==> config.mk <==
export PLATFORM = sky130hd
export DESIGN_NAME = smart_meter_dispatch
export DESIGN_NICKNAME = d
export VERILOG_FILES = /design/src/rtl/smart_meter_pkg.sv /design/src/rtl/smart_meter_load_sel.sv /design/src/rtl/smart_meter_dispatch.sv
export SDC_FILE = /design/constraint.sdc
export NUM_CORES = 1
export LEC_CHECK = 0
export ABC_AREA = 1
export CAP_MARGIN = 0
export CORE_MARGIN = 3
export CORE_UTILIZATION = 49
export CTS_CLUSTER_DIAMETER = 30
export DETAILED_ROUTE_END_ITERATION = 10
export GPL_TIMING_DRIVEN = 0
export PLACE_DENSITY = 0.76
export SLEW_MARGIN = 20
export SYNTH_ARGS = -nofsm -noshare
export SYNTH_HDL_FRONTEND = slang
export SYNTH_HIERARCHICAL = 1
export SYNTH_SLANG_ARGS = --single-unit
==> constraint.sdc <==
create_clock -name clk_clk -period 2.31 [get_ports clk_clk]
set_input_delay 0.231 -clock clk_clk [delete_from_list [all_inputs] [get_ports clk_clk]]
set_output_delay 0.231 -clock clk_clk [all_outputs]
set_load 0.01 [all_outputs]
==> src/rtl/smart_meter_pkg.sv <==
// Shared types and default constants for the smart-meter load/pump dispatcher.
package smart_meter_pkg;

   typedef enum logic [1:0] {
      ST_IDLE,
      ST_EVAL,
      ST_HOLD
   } state_t;

   typedef enum logic [2:0] {
      DEC_NONE,
      DEC_ADD,
      DEC_PUMP_ON,
      DEC_PUMP_OFF,
      DEC_SHED
   } decision_t;

   localparam int unsigned DEF_DATA_W    = 8;
   localparam int unsigned DEF_N_LOADS   = 4;
   localparam int unsigned DEF_LOAD_STEP = 20;
   localparam int unsigned DEF_BATT_LOW  = 30;
   localparam int unsigned DEF_BATT_HIGH = 200;
   localparam int unsigned DEF_MIN_HOLD  = 4;

   // Index/counter width that stays legal (>=1 bit) for single-entry ranges.
   function automatic int unsigned idx_width(input int unsigned n);
      return (n > 1) ? $clog2(n) : 1;
   endfunction

endpackage

==> src/rtl/smart_meter_load_sel.sv <==
// Combinational priority search over the load enables: lowest-index off bit
// (next load to add) and highest-index on bit (next load to shed).
module smart_meter_load_sel
   import smart_meter_pkg::*;
#(
   parameter int unsigned N_LOADS = DEF_N_LOADS
) (
   input  logic [N_LOADS-1:0]             loads,
   output logic                           any_off,
   output logic [idx_width(N_LOADS)-1:0]  lowest_off,
   output logic                           any_on,
   output logic [idx_width(N_LOADS)-1:0]  highest_on
);

   localparam int unsigned IDX_W = idx_width(N_LOADS);

   always_comb begin
      any_off    = 1'b0;
      lowest_off = '0;
      any_on     = 1'b0;
      highest_on = '0;
      // Descending scan so the last hit is the lowest index.
      for (int unsigned i = N_LOADS; i > 0; i--) begin
         if (!loads[i-1]) begin
            any_off    = 1'b1;
            lowest_off = IDX_W'(i - 1);
         end
      end
      for (int unsigned i = 0; i < N_LOADS; i++) begin
         if (loads[i]) begin
            any_on     = 1'b1;
            highest_on = IDX_W'(i);
         end
      end
   end

endmodule

==> src/rtl/smart_meter_dispatch.sv <==
// Smart-meter dispatcher: registers surplus/deficit of each sample and, from
// IDLE, evaluates one sample at a time to add/shed loads or toggle the dump pump.
module smart_meter_dispatch
   import smart_meter_pkg::*;
#(
   parameter int unsigned DATA_W    = DEF_DATA_W,
   parameter int unsigned N_LOADS   = DEF_N_LOADS,
   parameter int unsigned LOAD_STEP = DEF_LOAD_STEP,
   parameter int unsigned BATT_LOW  = DEF_BATT_LOW,
   parameter int unsigned BATT_HIGH = DEF_BATT_HIGH,
   parameter int unsigned MIN_HOLD  = DEF_MIN_HOLD
) (
   input  logic                clk_clk,
   input  logic                reset_reset_n,
   input  logic [DATA_W-1:0]   data_pos_in,
   input  logic [DATA_W-1:0]   data_neg_in,
   input  logic                data_valid_in,
   input  logic [DATA_W-1:0]   battery,
   output logic [DATA_W-1:0]   data_pos_out,
   output logic [DATA_W-1:0]   data_neg_out,
   output logic                data_valid_out,
   output logic [N_LOADS-1:0]  start_loads,
   output logic                start_pumps
);

   localparam int unsigned IDX_W  = idx_width(N_LOADS);
   localparam int unsigned HOLD_W = idx_width(MIN_HOLD);

   localparam logic [DATA_W-1:0] STEP_V = DATA_W'(LOAD_STEP);
   localparam logic [DATA_W-1:0] LOW_V  = DATA_W'(BATT_LOW);
   localparam logic [DATA_W-1:0] HIGH_V = DATA_W'(BATT_HIGH);

   state_t             state;
   state_t             state_next;
   decision_t          decision;
   logic [HOLD_W-1:0]  hold_cnt;
   logic [HOLD_W-1:0]  hold_next;
   logic [N_LOADS-1:0] loads_next;
   logic               pump_next;

   logic [DATA_W-1:0]  pos_q;
   logic [DATA_W-1:0]  neg_q;
   logic [DATA_W-1:0]  batt_q;

   logic signed [DATA_W:0] diff_in;
   logic signed [DATA_W:0] mag_in;
   logic signed [DATA_W:0] diff_q;
   logic signed [DATA_W:0] mag_q;
   logic [DATA_W-1:0]      surplus_in;
   logic [DATA_W-1:0]      deficit_in;
   logic [DATA_W-1:0]      surplus;
   logic [DATA_W-1:0]      deficit;

   logic               any_off;
   logic               any_on;
   logic [IDX_W-1:0]   lowest_off;
   logic [IDX_W-1:0]   highest_on;
   logic [N_LOADS-1:0] add_mask;
   logic [N_LOADS-1:0] shed_mask;

   smart_meter_load_sel #(
      .N_LOADS (N_LOADS)
   ) u_load_sel (
      .loads      (start_loads),
      .any_off    (any_off),
      .lowest_off (lowest_off),
      .any_on     (any_on),
      .highest_on (highest_on)
   );

   // Sign bit of the widened difference selects which side is nonzero.
   always_comb begin
      diff_in    = $signed({1'b0, data_pos_in}) - $signed({1'b0, data_neg_in});
      mag_in     = -diff_in;
      surplus_in = diff_in[DATA_W] ? '0 : diff_in[DATA_W-1:0];
      deficit_in = diff_in[DATA_W] ? mag_in[DATA_W-1:0] : '0;

      diff_q  = $signed({1'b0, pos_q}) - $signed({1'b0, neg_q});
      mag_q   = -diff_q;
      surplus = diff_q[DATA_W] ? '0 : diff_q[DATA_W-1:0];
      deficit = diff_q[DATA_W] ? mag_q[DATA_W-1:0] : '0;
   end

   always_comb begin
      add_mask  = N_LOADS'(1) << lowest_off;
      shed_mask = N_LOADS'(1) << highest_on;
   end

   always_comb begin
      decision = DEC_NONE;
      if (surplus >= STEP_V && batt_q >= HIGH_V) begin
         if (any_off)
            decision = DEC_ADD;
         else if (!start_pumps)
            decision = DEC_PUMP_ON;
      end else if (deficit != '0) begin
         if (start_pumps)
            decision = DEC_PUMP_OFF;
         else if (batt_q <= LOW_V && any_on)
            decision = DEC_SHED;
      end
   end

   always_comb begin
      state_next = state;
      hold_next  = hold_cnt;
      loads_next = start_loads;
      pump_next  = start_pumps;
      case (state)
         ST_IDLE: begin
            if (data_valid_in)
               state_next = ST_EVAL;
         end
         ST_EVAL: begin
            case (decision)
               DEC_ADD:      loads_next = start_loads | add_mask;
               DEC_PUMP_ON:  pump_next  = 1'b1;
               DEC_PUMP_OFF: pump_next  = 1'b0;
               DEC_SHED:     loads_next = start_loads & ~shed_mask;
               default:      ;
            endcase
            if (decision == DEC_NONE || MIN_HOLD == 0) begin
               state_next = ST_IDLE;
            end else begin
               state_next = ST_HOLD;
               hold_next  = HOLD_W'(MIN_HOLD - 1);
            end
         end
         ST_HOLD: begin
            if (hold_cnt == '0)
               state_next = ST_IDLE;
            else
               hold_next = hold_cnt - 1'b1;
         end
         default: state_next = ST_IDLE;
      endcase
   end

   always_ff @(posedge clk_clk or negedge reset_reset_n) begin
      if (!reset_reset_n) begin
         state          <= ST_IDLE;
         hold_cnt       <= '0;
         pos_q          <= '0;
         neg_q          <= '0;
         batt_q         <= '0;
         data_pos_out   <= '0;
         data_neg_out   <= '0;
         data_valid_out <= 1'b0;
         start_loads    <= '0;
         start_pumps    <= 1'b0;
      end else begin
         if (data_valid_in) begin
            pos_q        <= data_pos_in;
            neg_q        <= data_neg_in;
            batt_q       <= battery;
            data_pos_out <= surplus_in;
            data_neg_out <= deficit_in;
         end
         data_valid_out <= data_valid_in;
         state          <= state_next;
         hold_cnt       <= hold_next;
         start_loads    <= loads_next;
         start_pumps    <= pump_next;
      end
   end

endmodule
Word-level counts from Yosys, hierarchy flattened:

Index checks and enable logic that the tools add are counted.

* register bits after elaboration: 50
* input bits: 27
* output and inout port bits: 22

* add/subtract/negate cells: 5
* order comparisons: 3
* equal/unequal tests: 10
* shift-type cells: 2
* muxes and demuxes: 34
* bitwise operators: 3
* reduce and logical (&&, ||, !) cells: 13

Operators by type and width (count)
* $mux 8: 4
* $mux 2: 13
* $sub 8x8->9: 2
* $neg 8->8: 2
* $mux 3: 4
* $mux 1: 9
* $ge 8x5->1 const B: 1
* $ge 8x8->1 const B: 1
* $le 8x5->1 const B: 1
* $ne 2x2->1 const B: 4
* $pmux 4 s2: 1
* $reduce_bool 8->1: 1
* $shl 1x2->4 const A: 2
* $eq 3x2->1 const B: 2
* $pmux 2 s3: 1
* $reduce_and 2->1: 3
* $reduce_bool 2->1: 3
* $and 4x4->4: 1
* $logic_not 2->1: 2
* $not 4->4: 1
* $or 4x4->4: 1
* $pmux 2 s2: 1
* $eq 3x1->1 const B: 1
* $eq 3x3->1 const B: 1
* other kinds (7): 8

Logic depth before layout (Yosys ltp):

* word-level depth: 12
* depth in mapped cells: 20
* gate-level depth less buffers: 20

By module:

The synthesis kept the hierarchy.

Modules (own cells, without submodules)
* smart_meter_dispatch: instances 1, cells each 427, area each 3244.4 sq um, sequential area each 1251.2 sq um
* smart_meter_load_sel: instances 1, cells each 14, area each 62.6 sq um, sequential area each 0.0 sq um

Worst setup path before layout:

Ideal clock, no wire load.

* path type: register to register
* from: reg neg_q[0]
* to: reg start_loads[1]
* data arrival time: 2178 ps
* required time: 2189 ps
* setup slack: 12 ps
* cell stages (with the launch flop): 18
* clock period less this slack: 2298 ps
* cell sequence: dfrtp_1 -> ha_1 -> inv_1 -> fa_1 -> inv_1 -> nand2_1 -> nor2_8 -> nand3_4 -> nor2_4 -> nand2_1 -> nand2_1 -> inv_2 -> nor2_4 -> nand3_4 -> nand4_4 -> nand2_2 -> nand3_1 -> nand2_1

* longest elaborated chain between the ends: 9
* elaborated cells on any way between the ends: 14
* those cells by class: 2 x add/sub; 1 x order compare; 2 x eq/ne; 5 x mux; 4 x reduce/logical

RTL lines
* from (decl): RTL line smart_meter_dispatch.sv:42 `logic [DATA_W-1:0] neg_q;`
* from (signal assigned): RTL line smart_meter_dispatch.sv:154 `neg_q <= data_neg_in;`
* $sub 8x8->9 (*): RTL line smart_meter_dispatch.sv:78 `diff_q = $signed({1'b0, pos_q}) - $signed({1'b0, neg_q});`
* $neg 8->8: RTL line smart_meter_dispatch.sv:79 `mag_q = -diff_q;`
* $mux 8: RTL line smart_meter_dispatch.sv:81 `deficit = diff_q[DATA_W] ? mag_q[DATA_W-1:0] : '0;`
* $reduce_bool 8->1: RTL line smart_meter_dispatch.sv:96 `end else if (deficit != '0) begin`
* $mux 3: RTL line smart_meter_dispatch.sv:96
* $mux 3 (*): RTL line smart_meter_dispatch.sv:91 `if (surplus >= STEP_V && batt_q >= HIGH_V) begin`
* $eq 3x3->1 / $eq 3x1->1 (equally long branches): RTL line smart_meter_dispatch.sv:115 `case (decision)`
* $reduce_bool 2->1 (no source line)
* $reduce_and 2->1 (no source line)
* to (signal assigned): RTL line smart_meter_dispatch.sv:162 `start_loads <= loads_next;`
* to (decl): RTL line smart_meter_dispatch.sv:22 `output logic [N_LOADS-1:0] start_loads,`

Every way passes the cells marked *; elsewhere a longest branch is shown, timed or not.
A chain may end at the register's enable or synchronous reset.

Final worst setup path:

* from: reg neg_q[0]
* to: reg hold_cnt[1]

* longest elaborated chain between the ends: 9
* elaborated cells on any way between the ends: 12
* those cells by class: 2 x add/sub; 1 x order compare; 1 x eq/ne; 4 x mux; 4 x reduce/logical

RTL lines
* $sub 8x8->9 (*): RTL line smart_meter_dispatch.sv:78
* $neg 8->8: RTL line smart_meter_dispatch.sv:79
* $mux 8: RTL line smart_meter_dispatch.sv:81
* $reduce_bool 8->1: RTL line smart_meter_dispatch.sv:96
* $mux 3: RTL line smart_meter_dispatch.sv:96
* $mux 3 (*): RTL line smart_meter_dispatch.sv:91
* $logic_not 3->1 (*): RTL line smart_meter_dispatch.sv:122 `if (decision == DEC_NONE || MIN_HOLD == 0) begin`
* $ne 2x2->1 (no source line) (*)
* $reduce_and 3->1 (no source line) (*)
* to (signal assigned): RTL line smart_meter_dispatch.sv:161 `hold_cnt <= hold_next;`
* to (decl): RTL line smart_meter_dispatch.sv:36 `logic [HOLD_W-1:0] hold_cnt;`

Marked as above.

==> metrics.md <==
| Metric | Value |
|---|---|
| Status | complete, but fails checks |
| Failing checks | setup timing |
| Crit-path max FO | 6 |
| Most frequent cells in the layout | nand2_1 (131), inv_1 (59), dfrtp_1 (50) |
| Setup TNS | -0.8664 ns |
| Clock Sinks | 50 |
| WL final | 7810 um |
| Placed Instances | 566 |
| Hold_sp | data_neg_in[0] |
| Row Count | 29 |
| Critical path's top delay family | adder cells |
| Slew @ Worst Pin | 0.6380 ns |
| Worst min path class | primary input to flip-flop |
| Total Routing Usage GR | 21.49% |
| Layout cell share with drive strength beyond 1 | 15.66% |
| DPL Wire Length | 5739 um |
| Clk slew on worst S/H paths | 0.10 ns |
| Unrepaired setup endpoints after global routing | yes |
| Vias per inst | 5.233 |
| Post-synthesis sequential area ratio | 37.84% |
| Pin count of the biggest net entering global routing | 51 |
| Worst-path cell chain | ha_4 > inv_4 > fa_2 > inv_2 > ha_4 > inv_2 > nand4_1 > a21oi_2 > nand2_2 > nor2_4 > nand3_4 > nand3_2 > nand3_2 > nand2_2 > nand2_1 > nand2_1 |
| Max-Slew Margin vs Limit | 57.47% |
| Setup CP Type | flip-flop to flip-flop |
| Final Max Slew Viols | 0 |
| Vias | 3,077 |
| Post-synth EDFFs | 0 |
| Dpl ws | -0.4941 ns |
| CTS tree | built |
| Antenna Cells | 0 |
| Mapped Area | 3307 sq um |
| CP Launch Type | flip-flop |
| Cell at the slowest stage of the critical path | fa_2 |
| Die height | 88.15 um |
| Drt wl/cell | 13.28 um |
| Root Driver | clkbuf_8 |
| Vias in the first global route | 2,954 |
| Initial Utilization | 51.20% |
| Max frequency | 408.1 MHz |
| Post-layout util | 65.59% |
| CTS buffer count | 5 |
| Initial antenna violation count | 0 |
| FF-to-FF setup slack | -0.14 ns |
| Final Hold Viols | 0 |
| Most common cell after layout, fill and taps aside | nand2_1 |
| Cell depth of the worst hold path | 3 |
| Pwr/cell area | 725.9 nW/um^2 |
| Die outline width | 88.15 um |
| R2r endpoint | hold_cnt[1] |
| Final Worst Setup Slack | -0.1402 ns |
| Fin crit period | 2.450 ns |
| CP bufs+invs | 3 |
| Initial DRC Count | 117 |
| Layout Skew | 0.01013 ns |
| Most used DFF post-synth | dfrtp_1 |
| Final ANT Viol Nets | 0 |
| I/O pin cnt | 49 |
| Synthesized net count | 489 |
| Nets | 558 |
| Longest Clk Path Bufs | 2 |
| Crit-path max cell delay | 0.53 ns |
| Yosys reg bits | 50 |
| Yosys Warn Count | 6 |
| Post-synthesis cell type count | 37 |
| Final setup vio count | 8 |
| LEAKAGE | 2.130 nW |
| Syn_area_per_cell | 7.499 sq um |
| Final Cycle Share | 106.1% |
| Ys async rst share | 100.0% |
| I/O Buffers | 48 |
| CTS H-tree depth | 2 |
| Clock Latency Late Sink | 0.32 ns |
| Layout area overhead | 28.11% |
| CP Capture Type | flip-flop |
| FILL cells | 547 |
| Die area | 7770 sq um |
| Hold slack | 0.1721 ns |
| RR Startpoint | neg_q[0] |
| GPL Wtd Cong | 0.8801 |
| Syn Inst Count | 441 |
| Grt total ovfl | 0 |
| First-pass GRT wire length | 13,170 um |
| DRC viols | 0 |
| Cell Count, Final, Fillers Out | 588 |
| Core area | 6459 sq um |
| End of the worst hold path | neg_q[0] |
| VDD IR-drop max | 0.0003857 V |
| DR pass1 iterations | 5 |
| CP required | 2.56 ns |
| Crit path DAT | 2.70 ns |
| MaxCap Viol Count | 0 |
| Worst-case reg-to-reg path depth | 16 |
[registers in the layout, indices dropped and copies added, names as in the netlist]
name,cells
batt_q,8
neg_q,8
start_loads,4
data_valid_out,1
pos_q,8
data_neg_out,8
state,2
start_pumps,1
data_pos_out,8
hold_cnt,2
[tightest hold or removal path: cells and delay by family]
| family | cells | cell delay (ns) |
|---|---|---|
| buffers and inverters | 1 | 0.11 |
| and+or+nand+nor | 2 | 0.11 |
[power breakdown]
part / internal, mW / switching [mW] / total (mW)
logic: 0.556 / 0.749 / 1.31
clock network: 0.331 / 0.320 / 0.651
registers: 1.01 / 0.109 / 1.12
[per-stage QoR]
step	total power, mW	cell area [sq um]
2_1_floorplan	1.916	3307
4_1_cts	3.019	4103
3_3_place_gp	2.271	3884
6_report	3.075	4237
3_5_place_dp	2.301	3881
5_1_grt	3.301	4237
[cell type report]
cell class / instances / area (sq um) / area share (%)
plain buffers: 7 / 26.28 / 0.6202
flip-flops and latches: 50 / 1251 / 29.53
clock buffers: 5 / 68.82 / 1.624
repair buffers: 62 / 590.6 / 13.94
clock inverters: 3 / 47.55 / 1.122
well taps: 77 / 96.34 / 2.274
multi-input cells: 315 / 1894 / 44.71
inverters: 69 / 261.5 / 6.172
[synthesized netlist by cell type (3+ instances only)]
library cell / n / area, sq um
dfrtp_1: 50 / 1251
ha_1: 19 / 237.7
nand3_2: 5 / 50.05
xor2_1: 7 / 61.31
nand4_1: 11 / 68.82
xnor2_1: 4 / 35.03
nand2_1: 137 / 514.2
a21oi_1: 12 / 60.06
nor3_1: 3 / 15.01
o21ai_1: 4 / 20.02
nand3_1: 35 / 175.2
clkbuf_1: 6 / 22.52
inv_2: 4 / 15.01
nand2_2: 10 / 62.56
inv_1: 64 / 240.2
o21ai_0: 30 / 150.1
nor2_1: 13 / 48.80
[kinds of logic (layout without fill, tap and decap cells)]
| group | Yosys count | after routing | synth area share, % |
|---|---|---|---|
| buffers and inverters | 76 | 146 | 8.626 |
| AO/OA/AOI/OAI | 58 | 58 | 9.837 |
| XOR/XNOR | 11 | 11 | 2.913 |
| adder cells (fa/ha/maj) | 21 | 21 | 8.400 |
| flip-flops | 50 | 50 | 37.84 |
| AND/OR/NAND/NOR | 225 | 225 | 32.39 |
[timing repair]
action	CTS	global route
pin swaps	9	12
hold endpoints to repair	50	0
hold buffers	1	0
cloned	0	0
gates resized for setup	19	18
setup endpoints to repair	20	23
buffers inserted	4	9
[metal layers]
metal / global-route usage (%) / up-vias / part of all wire, %
met2: 37.60 / 62 / 51
met3: 4.516 / 19 / 4.0
li1: - / 1556 / -
met5: 0 / - / 0
met1: 26.12 / 1440 / 43
met4: 7.830 / 0 / 2.3
[worst max-delay path by stage]
| stage | from | to | slack [ns] | cells after the start |
|---|---|---|---|---|
| after CTS | neg_q[0] | hold_cnt[1] | -0.16 | 16 |
| after detailed placement | data_neg_in[0] | data_pos_out[4] | -0.49 | 13 |
| after global routing | neg_q[0] | hold_cnt[0] | -0.29 | 18 |
| after floorplan | neg_q[0] | start_loads[1] | 0.01 | 17 |
| after global placement | reset_reset_n | data_neg_out[1] | -0.52 | 1 |
| final | neg_q[0] | hold_cnt[1] | -0.14 | 16 |
No activity file was read; power rests on OpenSTA's default activity.
